`config.mk`:
```
export PLATFORM = sky130hd
export DESIGN_NAME = uart_byte_rx_flat
export DESIGN_NICKNAME = d
export VERILOG_FILES = /design/src/rtl/uart_byte_rx_if.sv /design/src/rtl/uart_byte_rx.sv /design/src/flat_wrapper.sv
export SDC_FILE = /design/constraint.sdc
export NUM_CORES = 1
export LEC_CHECK = 0
export ABC_CLOCK_PERIOD_IN_PS = 4090
export CAP_MARGIN = 20
export CORE_UTILIZATION = 50
export CTS_CLUSTER_SIZE = 25
export DETAILED_ROUTE_END_ITERATION = 8
export HOLD_SLACK_MARGIN = 0.03
export PLACE_DENSITY_LB_ADDON = 0.2
export SLEW_MARGIN = 40
export SYNTH_ARGS = -nofsm -noshare
export SYNTH_HDL_FRONTEND = slang
export SYNTH_SLANG_ARGS = --single-unit
```
`constraint.sdc`:
```
create_clock -name Clk -period 4.09 [get_ports Clk]
set_input_delay 0.818 -clock Clk [delete_from_list [all_inputs] [get_ports Clk]]
set_output_delay 0.818 -clock Clk [all_outputs]
set_load 0.03 [all_outputs]
```
`src/rtl/uart_byte_rx_if.sv`:
```
// Received-byte bus from uart_byte_rx to its consumer; the receiver drives it via the master modport.
interface uart_byte_rx_if;
   logic [7:0] data_byte;
   logic       Rx_Done;
   logic       Frame_Err;
   logic       Parity_Err;
   logic       uart_state;

   modport master (
      output data_byte, Rx_Done, Frame_Err, Parity_Err, uart_state
   );

   modport slave (
      input  data_byte, Rx_Done, Frame_Err, Parity_Err, uart_state
   );
endinterface

```
`src/rtl/uart_byte_rx.sv`:
```
// uart_byte_rx: 16x-oversampled 8N1 receiver, Rx_Done ~2 clk + 9.5 bits after the start edge; no backpressure.
// Define UART_RX_PARITY_EN to add one even-parity bit after data bit 7 and drive Parity_Err.
module uart_byte_rx (
   input  logic           Clk,
   input  logic           Rst_n,
   input  logic [2:0]     baud_set,
   input  logic           Rs232_Rx,
   uart_byte_rx_if.master rx_bus
);

   typedef enum logic [2:0] {
      S_IDLE,
      S_START,
      S_DATA,
`ifdef UART_RX_PARITY_EN
      S_PARITY,
`endif
      S_STOP
   } state_t;

   state_t     state_q;
   logic       sync1_q, sync2_q, sync3_q;
   logic [8:0] bps_dr_d, bps_dr_q;
   logic [8:0] div_cnt_q;
   logic [3:0] smp_cnt_q;
   logic [2:0] bit_idx_q;
   logic [1:0] smp_q;
   logic [7:0] shift_q;
   logic [7:0] data_q;
   logic       done_q;
   logic       ferr_q;
   logic       busy_q;
`ifdef UART_RX_PARITY_EN
   logic       par_q;
   logic       perr_q;
`endif

   logic fall;
   logic tick;
   logic at_vote;
   logic at_wrap;
   logic maj;

   always_comb begin
      bps_dr_d = 9'd324;
      case (baud_set)
         3'd0:    bps_dr_d = 9'd324;
         3'd1:    bps_dr_d = 9'd161;
         3'd2:    bps_dr_d = 9'd80;
         3'd3:    bps_dr_d = 9'd53;
         3'd4:    bps_dr_d = 9'd26;
         default: bps_dr_d = 9'd324;
      endcase
   end

   // Two flops to resolve metastability, the third only to detect the falling edge.
   always_ff @(posedge Clk or negedge Rst_n) begin
      if (!Rst_n) begin
         sync1_q <= 1'b1;
         sync2_q <= 1'b1;
         sync3_q <= 1'b1;
      end else begin
         sync1_q <= Rs232_Rx;
         sync2_q <= sync1_q;
         sync3_q <= sync2_q;
      end
   end

   assign fall    = sync3_q & ~sync2_q;
   assign tick    = busy_q && (div_cnt_q == bps_dr_q);
   assign at_vote = tick && (smp_cnt_q == 4'd8);
   assign at_wrap = tick && (smp_cnt_q == 4'd15);
   // Samples 6 and 7 are stored; the third is the live value on the vote tick.
   assign maj     = (smp_q[0] & smp_q[1]) | (smp_q[0] & sync2_q) | (smp_q[1] & sync2_q);

   always_ff @(posedge Clk or negedge Rst_n) begin
      if (!Rst_n) begin
         state_q   <= S_IDLE;
         bps_dr_q  <= 9'd324;
         div_cnt_q <= 9'd0;
         smp_cnt_q <= 4'd0;
         bit_idx_q <= 3'd0;
         smp_q     <= 2'b00;
         shift_q   <= 8'h00;
         data_q    <= 8'h00;
         done_q    <= 1'b0;
         ferr_q    <= 1'b0;
         busy_q    <= 1'b0;
`ifdef UART_RX_PARITY_EN
         par_q     <= 1'b0;
         perr_q    <= 1'b0;
`endif
      end else begin
         done_q   <= 1'b0;
         ferr_q   <= 1'b0;
`ifdef UART_RX_PARITY_EN
         perr_q   <= 1'b0;
`endif
         bps_dr_q <= bps_dr_d;

         if (busy_q)
            div_cnt_q <= (div_cnt_q == bps_dr_q) ? 9'd0 : div_cnt_q + 9'd1;
         else
            div_cnt_q <= 9'd0;

         if (tick) begin
            smp_cnt_q <= smp_cnt_q + 4'd1;
            if (smp_cnt_q == 4'd6) smp_q[0] <= sync2_q;
            if (smp_cnt_q == 4'd7) smp_q[1] <= sync2_q;
         end

         case (state_q)
            S_IDLE: begin
               if (fall) begin
                  state_q   <= S_START;
                  busy_q    <= 1'b1;
                  div_cnt_q <= 9'd0;
                  smp_cnt_q <= 4'd0;
                  bit_idx_q <= 3'd0;
               end
            end
            S_START: begin
               if (at_vote && maj) begin
                  state_q <= S_IDLE;
                  busy_q  <= 1'b0;
               end else if (at_wrap) begin
                  state_q <= S_DATA;
               end
            end
            S_DATA: begin
               if (at_vote)
                  shift_q <= {maj, shift_q[7:1]};
               if (at_wrap) begin
                  bit_idx_q <= bit_idx_q + 3'd1;
                  if (bit_idx_q == 3'd7) begin
`ifdef UART_RX_PARITY_EN
                     state_q <= S_PARITY;
`else
                     state_q <= S_STOP;
`endif
                  end
               end
            end
`ifdef UART_RX_PARITY_EN
            S_PARITY: begin
               if (at_vote) par_q <= maj;
               if (at_wrap) state_q <= S_STOP;
            end
`endif
            // Leave mid-stop-bit so a start edge at the nominal stop end is not missed.
            S_STOP: begin
               if (at_vote) begin
                  data_q  <= shift_q;
                  done_q  <= 1'b1;
                  ferr_q  <= ~maj;
`ifdef UART_RX_PARITY_EN
                  perr_q  <= ^{shift_q, par_q};
`endif
                  busy_q  <= 1'b0;
                  state_q <= S_IDLE;
               end
            end
            default: begin
               state_q <= S_IDLE;
               busy_q  <= 1'b0;
            end
         endcase
      end
   end

   assign rx_bus.data_byte  = data_q;
   assign rx_bus.Rx_Done    = done_q;
   assign rx_bus.Frame_Err  = ferr_q;
   assign rx_bus.uart_state = busy_q;
`ifdef UART_RX_PARITY_EN
   assign rx_bus.Parity_Err = perr_q;
`else
   assign rx_bus.Parity_Err = 1'b0;
`endif

endmodule

```
`src/flat_wrapper.sv`:
```
// flat-port wrapper written by rule: the top's interface ports become plain ports
module uart_byte_rx_flat 
  (Clk, Rst_n, baud_set, Rs232_Rx, rx_bus_data_byte, rx_bus_Rx_Done, rx_bus_Frame_Err, rx_bus_Parity_Err, rx_bus_uart_state);
  uart_byte_rx_if rx_bus_i ();
  input  logic Clk;
  input  logic Rst_n;
  input  logic [2:0] baud_set;
  input  logic Rs232_Rx;
  output wire logic [$bits(rx_bus_i.data_byte)-1:0] rx_bus_data_byte;
  output wire logic [$bits(rx_bus_i.Rx_Done)-1:0] rx_bus_Rx_Done;
  output wire logic [$bits(rx_bus_i.Frame_Err)-1:0] rx_bus_Frame_Err;
  output wire logic [$bits(rx_bus_i.Parity_Err)-1:0] rx_bus_Parity_Err;
  output wire logic [$bits(rx_bus_i.uart_state)-1:0] rx_bus_uart_state;
  assign rx_bus_data_byte = rx_bus_i.data_byte;
  assign rx_bus_Rx_Done = rx_bus_i.Rx_Done;
  assign rx_bus_Frame_Err = rx_bus_i.Frame_Err;
  assign rx_bus_Parity_Err = rx_bus_i.Parity_Err;
  assign rx_bus_uart_state = rx_bus_i.uart_state;
  uart_byte_rx u_core (.Clk(Clk), .Rst_n(Rst_n), .baud_set(baud_set), .Rs232_Rx(Rs232_Rx), .rx_bus(rx_bus_i));
endmodule
```
After elaboration in Yosys (flattened, before gate mapping) --
Cells that the tools add are included. W data, S select, Z words.
Storage, ports and cells: register bits after elaboration 52, bits of input ports 6, output and inout port bits 12, word-level logic and storage cells 85
Cells by class: add/subtract/negate cells 3, eq/ne operators 19, muxes and demuxes 26, bitwise operators 9, reduce and logical (&&, ||, !) cells 13
Operator list (number):
- $mux W9 | 4
- $pmux W9 S4 | 1
- $mux W3 | 8
- $eq A3 B2 Y1 const B | 4
- $mux W4 | 3
- $pmux W3 S4 | 1
- $ne A2 B1 Y1 const B | 5
- $add A9 B1 Y9 const B | 1
- $eq A9 B9 Y1 | 1
- $eq A4 B3 Y1 const B | 2
- $eq A4 B4 Y1 const B | 2
- $reduce_and A2 Y1 | 4
- $mux W1 | 7
- $eq A3 B1 Y1 const B | 2
- $eq A3 B3 Y1 const B | 2
- $pmux W3 S2 | 1
- $reduce_and A5 Y1 | 1
- $add A4 B1 Y4 const B | 1
- $and A1 B1 Y1 | 4
- $logic_and A1 B1 Y1 | 4
- $pmux W1 S4 | 1
- $reduce_and A4 Y1 | 1
- $add A3 B1 Y3 const B | 1
- $logic_not A3 Y1 | 1
- 5 further kinds | 8

Logic depth before layout (Yosys ltp) --
Gate-level depths: netlist (run 1).
depth after elaboration 6, gate-level depth with buffers 7

Least setup slack after synthesis (run 1) --
Ideal clock, no wire load.
path kind reg2reg, from reg u_core.div_cnt_q[1], to reg u_core.data_q[0] (netlist: u_core.rx_bus.data_byte[0]), library setup time 0.125 ns, data arrival time 1.944 ns, slack 2.021 ns, cell stages (with the launch flop) 6, buffers on the path 1, path through dfrtp_1 or3_1 a2111oi_4 and3_1 buf_6 mux2_2
On the way: word-level cells in the longest chain between the ends 4
RTL lines:
- start, declared | line uart_byte_rx.sv:24 | logic [8:0] div_cnt_q;
- start signal, assigned | line uart_byte_rx.sv:102 | div_cnt_q <= (div_cnt_q == bps_dr_q) ? 9'd0 : div_cnt_q + 9'd1;
- $eq A9 B9 Y1 | line uart_byte_rx.sv:70 | assign tick = busy_q && (div_cnt_q == bps_dr_q);
- $logic_and A1 B1 Y1 | line uart_byte_rx.sv:70
- $logic_and A1 B1 Y1 | line uart_byte_rx.sv:71 | assign at_vote = tick && (smp_cnt_q == 4'd8);
- $reduce_and A2 Y1 (no source line)
- end signal, assigned | line uart_byte_rx.sv:153 | data_q <= shift_q;
- end, declared | line uart_byte_rx.sv:29 | logic [7:0] data_q;
No other way between the ends. A chain may end at the register's enable or synchronous reset.

Worst setup path after layout (run 1) --
from reg u_core.div_cnt_q[1], to reg u_core.data_q[2] (netlist: u_core.rx_bus.data_byte[2])
Same word-level chain as after synthesis.

==> results of run 1 <==
==> sequential cells by signal (all words and copies together) (netlist names), 2 cells and up <==
| name | count |
|---|---|
| u_core.bit_idx_q | 3 |
| u_core.bps_dr_q | 7 |
| u_core.div_cnt_q | 9 |
| u_core.rx_bus.data_byte | 8 |
| u_core.shift_q | 8 |
| u_core.smp_cnt_q | 4 |
| u_core.smp_q | 2 |
| u_core.state_q | 2 |
==> placed cells by master (no fill, tap or decap), drive strengths merged, types with 2 or more instances in the layout <==
| cell type | instances |
|---|---|
| dfrtp | 43 |
| dfstp | 6 |
| nand2 | 7 |
| nand2b | 2 |
| a211oi | 2 |
| buf | 2 |
| nor3 | 5 |
| nor2 | 26 |
| a21o | 2 |
| and3 | 3 |
| nor2b | 5 |
| a21oi | 2 |
| xor2 | 8 |
| or3 | 2 |
| inv | 6 |
| mux2 | 22 |
| clkbuf | 7 |
| a31o | 2 |
| xnor2 | 5 |
| a31oi | 3 |
| ha | 6 |
| nand3 | 9 |
| and4 | 2 |
| nand4 | 4 |
| clkdlybuf4s50 | 15 |
==> power by group through the flow <==
stage | clock network (uW) | registers, uW | logic (uW)
final | 346 | 549 | 135
after global routing | 380 | 554 | 151
after CTS | 358 | 548 | 134
after detailed placement | 0 | 556 | 134
after global placement | 0 | 554 | 127
after floorplan | 0 | 550 | 108
==> cell type report <==
type / count / share of cell area [%]
flip-flops and latches: 49 / 48.2
multi-input cells: 129 / 37.4
repair buffers: 17 / 6.45
clock buffers: 7 / 3.37
well taps: 52 / 2.54
clock inverters: 1 / 1.17
inverters: 6 / 0.880
==> worst paths after layout <==
kind / from / endpoint / slack, ns / cells after the start
min reg2reg: u_core.sync1_q / u_core.sync2_q / 0.36 / 0
max: u_core.div_cnt_q[1] / u_core.rx_bus.data_byte[2] / 1.44 / 4
min: u_core.sync1_q / u_core.sync2_q / 0.36 / 0
max in group asynchronous: Rst_n / u_core.bps_dr_q[4] / 3.18 / 1
min in group asynchronous: Rst_n / u_core.smp_q[1] / 0.51 / 1
max reg2reg: u_core.div_cnt_q[1] / u_core.rx_bus.data_byte[2] / 1.44 / 4
==> worst max-delay path: cells and delay by family, from the launching register on <==
kind,cells,cell delay (ns)
compound gates,1,0.78
simple gates,2,0.95
mux,1,0.38
flops,1,0.43
==> metal layers <==
metal  GRT usage (%)  vias to the layer above  part of all wire (%)
met5               0                        -                     0
met4            8.16                        0                   2.1
met3            3.20                        6                   2.7
met2            30.2                       21                    52
met1            22.5                      702                    43
li1                -                      693                     -
==> per-stage QoR <==
step / hold slack (ns) / instance area, um2 / setup WS (ns) / total power (uW)
6_report: 0.361 / 2560 / 1.44 / 1030
5_1_grt: 0.367 / 2560 / 1.33 / 1090
3_3_place_gp: 0.348 / 2430 / 1.53 / 682
2_1_floorplan: 0.345 / 2260 / 2.02 / 657
3_5_place_dp: 0.352 / 2440 / 1.47 / 690
4_1_cts: 0.365 / 2550 / 1.46 / 1040
==> cells by family after synthesis <==
logic type / count (synthesis)
AOI/OAI and AO/OA: 16
xor gates and xnor gates: 13
adders and majority gates: 7
buffers and inverters: 14
DFF: 49
muxes: 23
other: 1
and+or+nand+nor: 69
==> flow_metrics.py, run 1 <==
metrics = {
    "clock_tree": {
        "numClockSinks": 49,
        "numCtsBuffers": 5,
        "cts_tree": "yes",
        "insertion_delay_ns": 0.30,
        "path_clk_slew_ns": 0.08,
        "ctsHoldBuffers": 0,
        "cts_root_buffer": "clkbuf_8",
        "htreeDepth": 2,
        "clock_path_buffers": 2,
        "cts_resized": 0,
        "cts_setup_buffers": 0,
    },
    "cells_and_area": {
        "area_growth_pct": 13.2,
        "final_layout_size_suffix_gt1_share_pct": 20.6,
        "num_antenna_cells": 0,
        "utilization_pct": 58.8,
        "regArea_um2": 1230,
        "multi_input_area_um2": 957,
        "num-fill-cells": 368,
        "design.final.nets": 220,
        "instances_no_fill": 261,
    },
    "power_and_ir_drop": {
        "p_int_uw": 768,
        "switching_share_pct": 25.3,
        "pwr-share-comb_pct": 13.1,
        "seqPwrFrac_pct": 53.3,
        "power.switching_uw": 261,
        "ir_worst_vdd_mv": 0.313,
        "power_density_nw_per_um2": 402,
        "clock_power_share_pct": 33.6,
        "power_leakage_uw": 0.00118,
    },
    "drt": {
        "routed-via-count": 1422,
        "drt_iter0_markers": 175,
        "wl_mm": 3.78,
        "wl_per_cell_um": 14.5,
        "vias_per_cell": 5.45,
        "route.detailed.drc": 0,
        "antenna_left": 0,
        "firstDrtPassIters": 4,
    },
    "yosys": {
        "syn_inst": 192,
        "ys_types": 41,
        "synth_top_cell_area_share_pct": 47.6,
        "ys_seq_area_share_pct": 54.6,
        "synthArstFlopShare_pct": 100,
        "synthMuxAreaShare_pct": 11.4,
        "synth_top_family_by_area": "simple AND/OR/NAND/NOR gates",
        "yosysTopAreaCell": "dfrtp_1",
        "synthSimpleGateAreaFrac_pct": 15.3,
        "synthXorXnorAreaFrac_pct": 5.04,
        "synth_ff_type": "dfrtp_1",
        "synth_common_cells": "dfrtp_1 (43), nor2_1 (26), mux2_2 (21), nand3_1 (8), xor2_1 (8)",
        "avgSynthCellArea_um2": 11.8,
        "ys_warn_count": 0,
        "yosysMostFrequentCell": "dfrtp_1",
        "ys_ff_latch": 49,
        "synth-compound-area-share_pct": 6.31,
        "synth_area_um2": 2260,
        "synth-edff-count": 0,
        "syn-num-nets": 204,
        "synthTopCellsByArea": "dfrtp_1 (48%), mux2_2 (10%), dfstp_2 (7.0%), nor2_1 (4.3%), ha_1 (3.3%)",
        "synth-adder-area-share_pct": 3.76,
    },
    "setup_path": {
        "slowest_stage": "a2111oi_4",
        "path_class": "reg -> reg",
        "slowest_delay_ns": 0.78,
        "worst-path-max-fanout": 15,
        "crit_path_end_kind": "register",
        "cp.required_ns": 4.27,
        "path_cells": "or3_1, a2111oi_4, and3_1, mux2_2",
        "startpoint_type": "register",
        "cp.arrival_ns": 2.84,
    },
    "placement": {
        "gp_congestion": 0.850,
        "port_buffers": 16,
        "post-dp-hpwl_mm": 2.71,
        "dpl.cell_count": 253,
    },
    "global_routing": {
        "antenna_found_initial": 0,
        "grt_pass1_wl_mm": 6.76,
        "grt_max_degree": 50,
        "grt_use_total_pct": 17.9,
        "grt_overflow": 0,
        "grt_pass1_vias": 1449,
    },
    "sta": {
        "fin_crit_ns": 2.65,
        "setup_viol": 0,
        "post-route-period-util_pct": 64.9,
        "clock_skew_ns": 0.00532,
        "slew_viol_final": 0,
        "max_freq_mhz": 377,
        "tightestPinTransition_ns": 0.788,
        "setup_tns_ns": 0,
        "hold_viol_final": 0,
        "slew_headroom_pct": 47.5,
        "rsz0062_at_grt": "false",
    },
    "floorplanning": {
        "coreArea_um2": 4350,
        "die_width_um": 69.2,
        "die_y_um": 69.2,
        "floorplan.initialDensity_pct": 51.9,
        "die-area_um2": 4790,
        "row_count": 24,
        "ioPinCount": 18,
    },
    "flow_run": {
        "drv_cap": 0,
    },
    "min_path": {
        "hold_class": "reg -> reg",
    },
    "run_status": {
        "status": "complete, no violations",
    },
}
Power figures use the tool's default switching activity.
==> run 2, diff against run 1 <==
--- a/config.mk
+++ b/config.mk
@@ -5,7 +5,7 @@
 export SDC_FILE = /design/constraint.sdc
 export NUM_CORES = 1
 export LEC_CHECK = 0
-export ABC_CLOCK_PERIOD_IN_PS = 4090
+export ABC_CLOCK_PERIOD_IN_PS = 2800
 export CAP_MARGIN = 20
 export CORE_UTILIZATION = 50
 export CTS_CLUSTER_SIZE = 25
==> constraint.sdc (replaced) <==
create_clock -name Clk -period 2.8 [get_ports Clk]
set_input_delay 0.56 -clock Clk [delete_from_list [all_inputs] [get_ports Clk]]
set_output_delay 0.56 -clock Clk [all_outputs]
set_load 0.03 [all_outputs]
==> run 2 against run 1 <==
Non-clock buffer count increased by 3; flip-flop and latch count unchanged; die area unchanged; sequential power increased by 46%; critical path type unchanged; highest routed layer unchanged.
==> flow_metrics.py, run 2 (synthesized netlist as in run 1, its figures left out) <==
metrics = {
    "floorplanning": {
        "floorplan.initialDensity_pct": 51.9,
        "row_count": 24,
        "die-area_um2": 4790,
        "die_y_um": 69.2,
        "coreArea_um2": 4350,
        "ioPinCount": 18,
        "die_width_um": 69.2,
    },
    "cells_and_area": {
        "design.final.nets": 223,
        "fin_area_um2": 2570,
        "layout_common_cells": "dfrtp_1 (43), nor2_1 (26), mux2_2 (21), clkdlybuf4s50_1 (15)",
        "area_growth_pct": 13.9,
        "final_layout_size_suffix_gt1_share_pct": 21.7,
        "top_register": "u_core.div_cnt_q",
        "layout_commonest_cell": "dfrtp_1",
        "largest_register_ffs": 9,
        "instances_no_fill": 264,
        "num_antenna_cells": 0,
        "utilization_pct": 59.1,
    },
    "drt": {
        "drt_iter0_markers": 85,
        "wl_per_cell_um": 14.5,
        "antenna_left": 0,
        "routed-via-count": 1464,
        "vias_per_cell": 5.55,
        "route.detailed.drc": 0,
        "firstDrtPassIters": 4,
        "wl_mm": 3.83,
    },
    "placement": {
        "post-dp-hpwl_mm": 2.81,
        "gp_congestion": 0.802,
        "dpl_cell_area_um2": 2460,
        "port_buffers": 16,
        "dpl.cell_count": 256,
    },
    "setup_path": {
        "rr_endpoint": "u_core.rx_bus.data_byte[4]",
        "r2r_slack_ns": 0.63,
        "crit_path_end_kind": "register",
        "crit_cells": 4,
        "path_cells": "or3_1, a2111oi_4, and3_1, mux2_2",
        "slowest_delay_ns": 0.47,
        "startpoint_type": "register",
        "cp.arrival_ns": 2.35,
        "cp.required_ns": 2.98,
        "crit_family": "simple AND/OR/NAND/NOR gates",
        "reg2regPathDepth": 4,
        "worst-path-max-fanout": 9,
        "path_buf_inv": 0,
        "timing.rr.start": "u_core.div_cnt_q[1]",
        "slowest_stage": "and3_1",
        "critPathLaunch": "u_core.div_cnt_q[1]",
        "cp-endpoint": "u_core.rx_bus.data_byte[4]",
        "path_class": "reg -> reg",
    },
    "min_path": {
        "hold_class": "in -> async",
    },
    "clock_tree": {
        "clock_path_buffers": 2,
        "insertion_delay_ns": 0.30,
        "numCtsBuffers": 5,
        "ctsHoldBuffers": 0,
        "path_clk_slew_ns": 0.08,
        "cts_setup_buffers": 0,
        "cts_resized": 0,
        "cts_root_buffer": "clkbuf_8",
        "cts_tree": "yes",
        "numClockSinks": 49,
        "htreeDepth": 2,
    },
    "flow_run": {
        "drv_cap": 0,
    },
    "power_and_ir_drop": {
        "seqPwrFrac_pct": 53.1,
        "power_leakage_uw": 0.00119,
        "p_int_uw": 1130,
        "ir_worst_vdd_mv": 0.465,
        "pwr-share-comb_pct": 13.5,
        "switching_share_pct": 25.2,
        "power_density_nw_per_um2": 586,
        "clock_power_share_pct": 33.4,
        "power.switching_uw": 380,
    },
    "global_routing": {
        "antenna_found_initial": 0,
        "grt_pass1_vias": 1497,
        "grt_pass1_wl_mm": 6.89,
        "grt_max_degree": 48,
        "grt_overflow": 0,
        "grt_use_total_pct": 18.3,
    },
    "sta": {
        "setup_viol": 0,
        "rsz0062_at_grt": "false",
        "fin_crit_ns": 2.17,
        "post-route-period-util_pct": 77.5,
        "slew_headroom_pct": 62.2,
        "slew_viol_final": 0,
        "setup_tns_ns": 0,
        "tightestPinTransition_ns": 0.567,
        "hold_viol_final": 0,
        "clock_skew_ns": 0.00545,
        "max_freq_mhz": 461,
    },
    "run_status": {
        "status": "complete, no violations",
    },
}
[run 2: worst min path at each step]
stage | end | from | slack (ns) | depth (start not counted)
floorplan | u_core.bit_idx_q[0] | Rst_n | 0.26 | 0
global placement | u_core.sync2_q | u_core.sync1_q | 0.35 | 0
detailed placement | u_core.sync2_q | u_core.sync1_q | 0.35 | 0
CTS | u_core.smp_cnt_q[2] | Rst_n | 0.27 | 1
global route | u_core.smp_q[1] | Rst_n | 0.30 | 1
finish | u_core.smp_q[1] | Rst_n | 0.25 | 1
[run 2: metrics by stage]
| step | hold slack, ns | power [uW] | setup WS (ns) |
|---|---|---|---|
| 5_1_grt | 0.299 | 1590 | 0.502 |
| 2_1_floorplan | 0.264 | 960 | 0.731 |
| 4_1_cts | 0.269 | 1530 | 0.623 |
| 3_3_place_gp | 0.347 | 1010 | 0.689 |
| 6_report | 0.251 | 1510 | 0.631 |
| 3_5_place_dp | 0.348 | 1020 | 0.639 |
[run 2: area by class of cell]
class / instances / area [um2]
Fill cell: 349 / 1780
Sequential cell: 49 / 1230
Multi-Input combinational cell: 129 / 950
Timing Repair Buffer: 20 / 188
Clock buffer: 7 / 86.3
Tap cell: 52 / 65.1
Clock inverter: 1 / 30.0
Inverter: 6 / 22.5
[run 2: power by group through the flow]
| stage | clock network, uW | logic [uW] | registers, uW |
|---|---|---|---|
| 2_1_floorplan | 0 | 157 | 803 |
| 3_3_place_gp | 0 | 196 | 810 |
| 3_5_place_dp | 0 | 207 | 814 |
| 4_1_cts | 518 | 206 | 801 |
| 5_1_grt | 547 | 231 | 811 |
| 6_report | 505 | 204 | 801 |
[run 2: worst reg2reg max path, stage by stage, from the launching register on]
cell and delay (ns):
dfrtp_1 0.42, or3_1 0.40, a2111oi_4 0.37, and3_1 0.47, mux2_2 0.39
[run 2: per-layer routing]
metal	wire (um)	vias to the layer above	track usage (%)
met4	63	0	7.48
met3	113	6	4.65
li1	-	699	-
met5	0	-	0
met2	2040	25	31.7
met1	1610	734	21.7
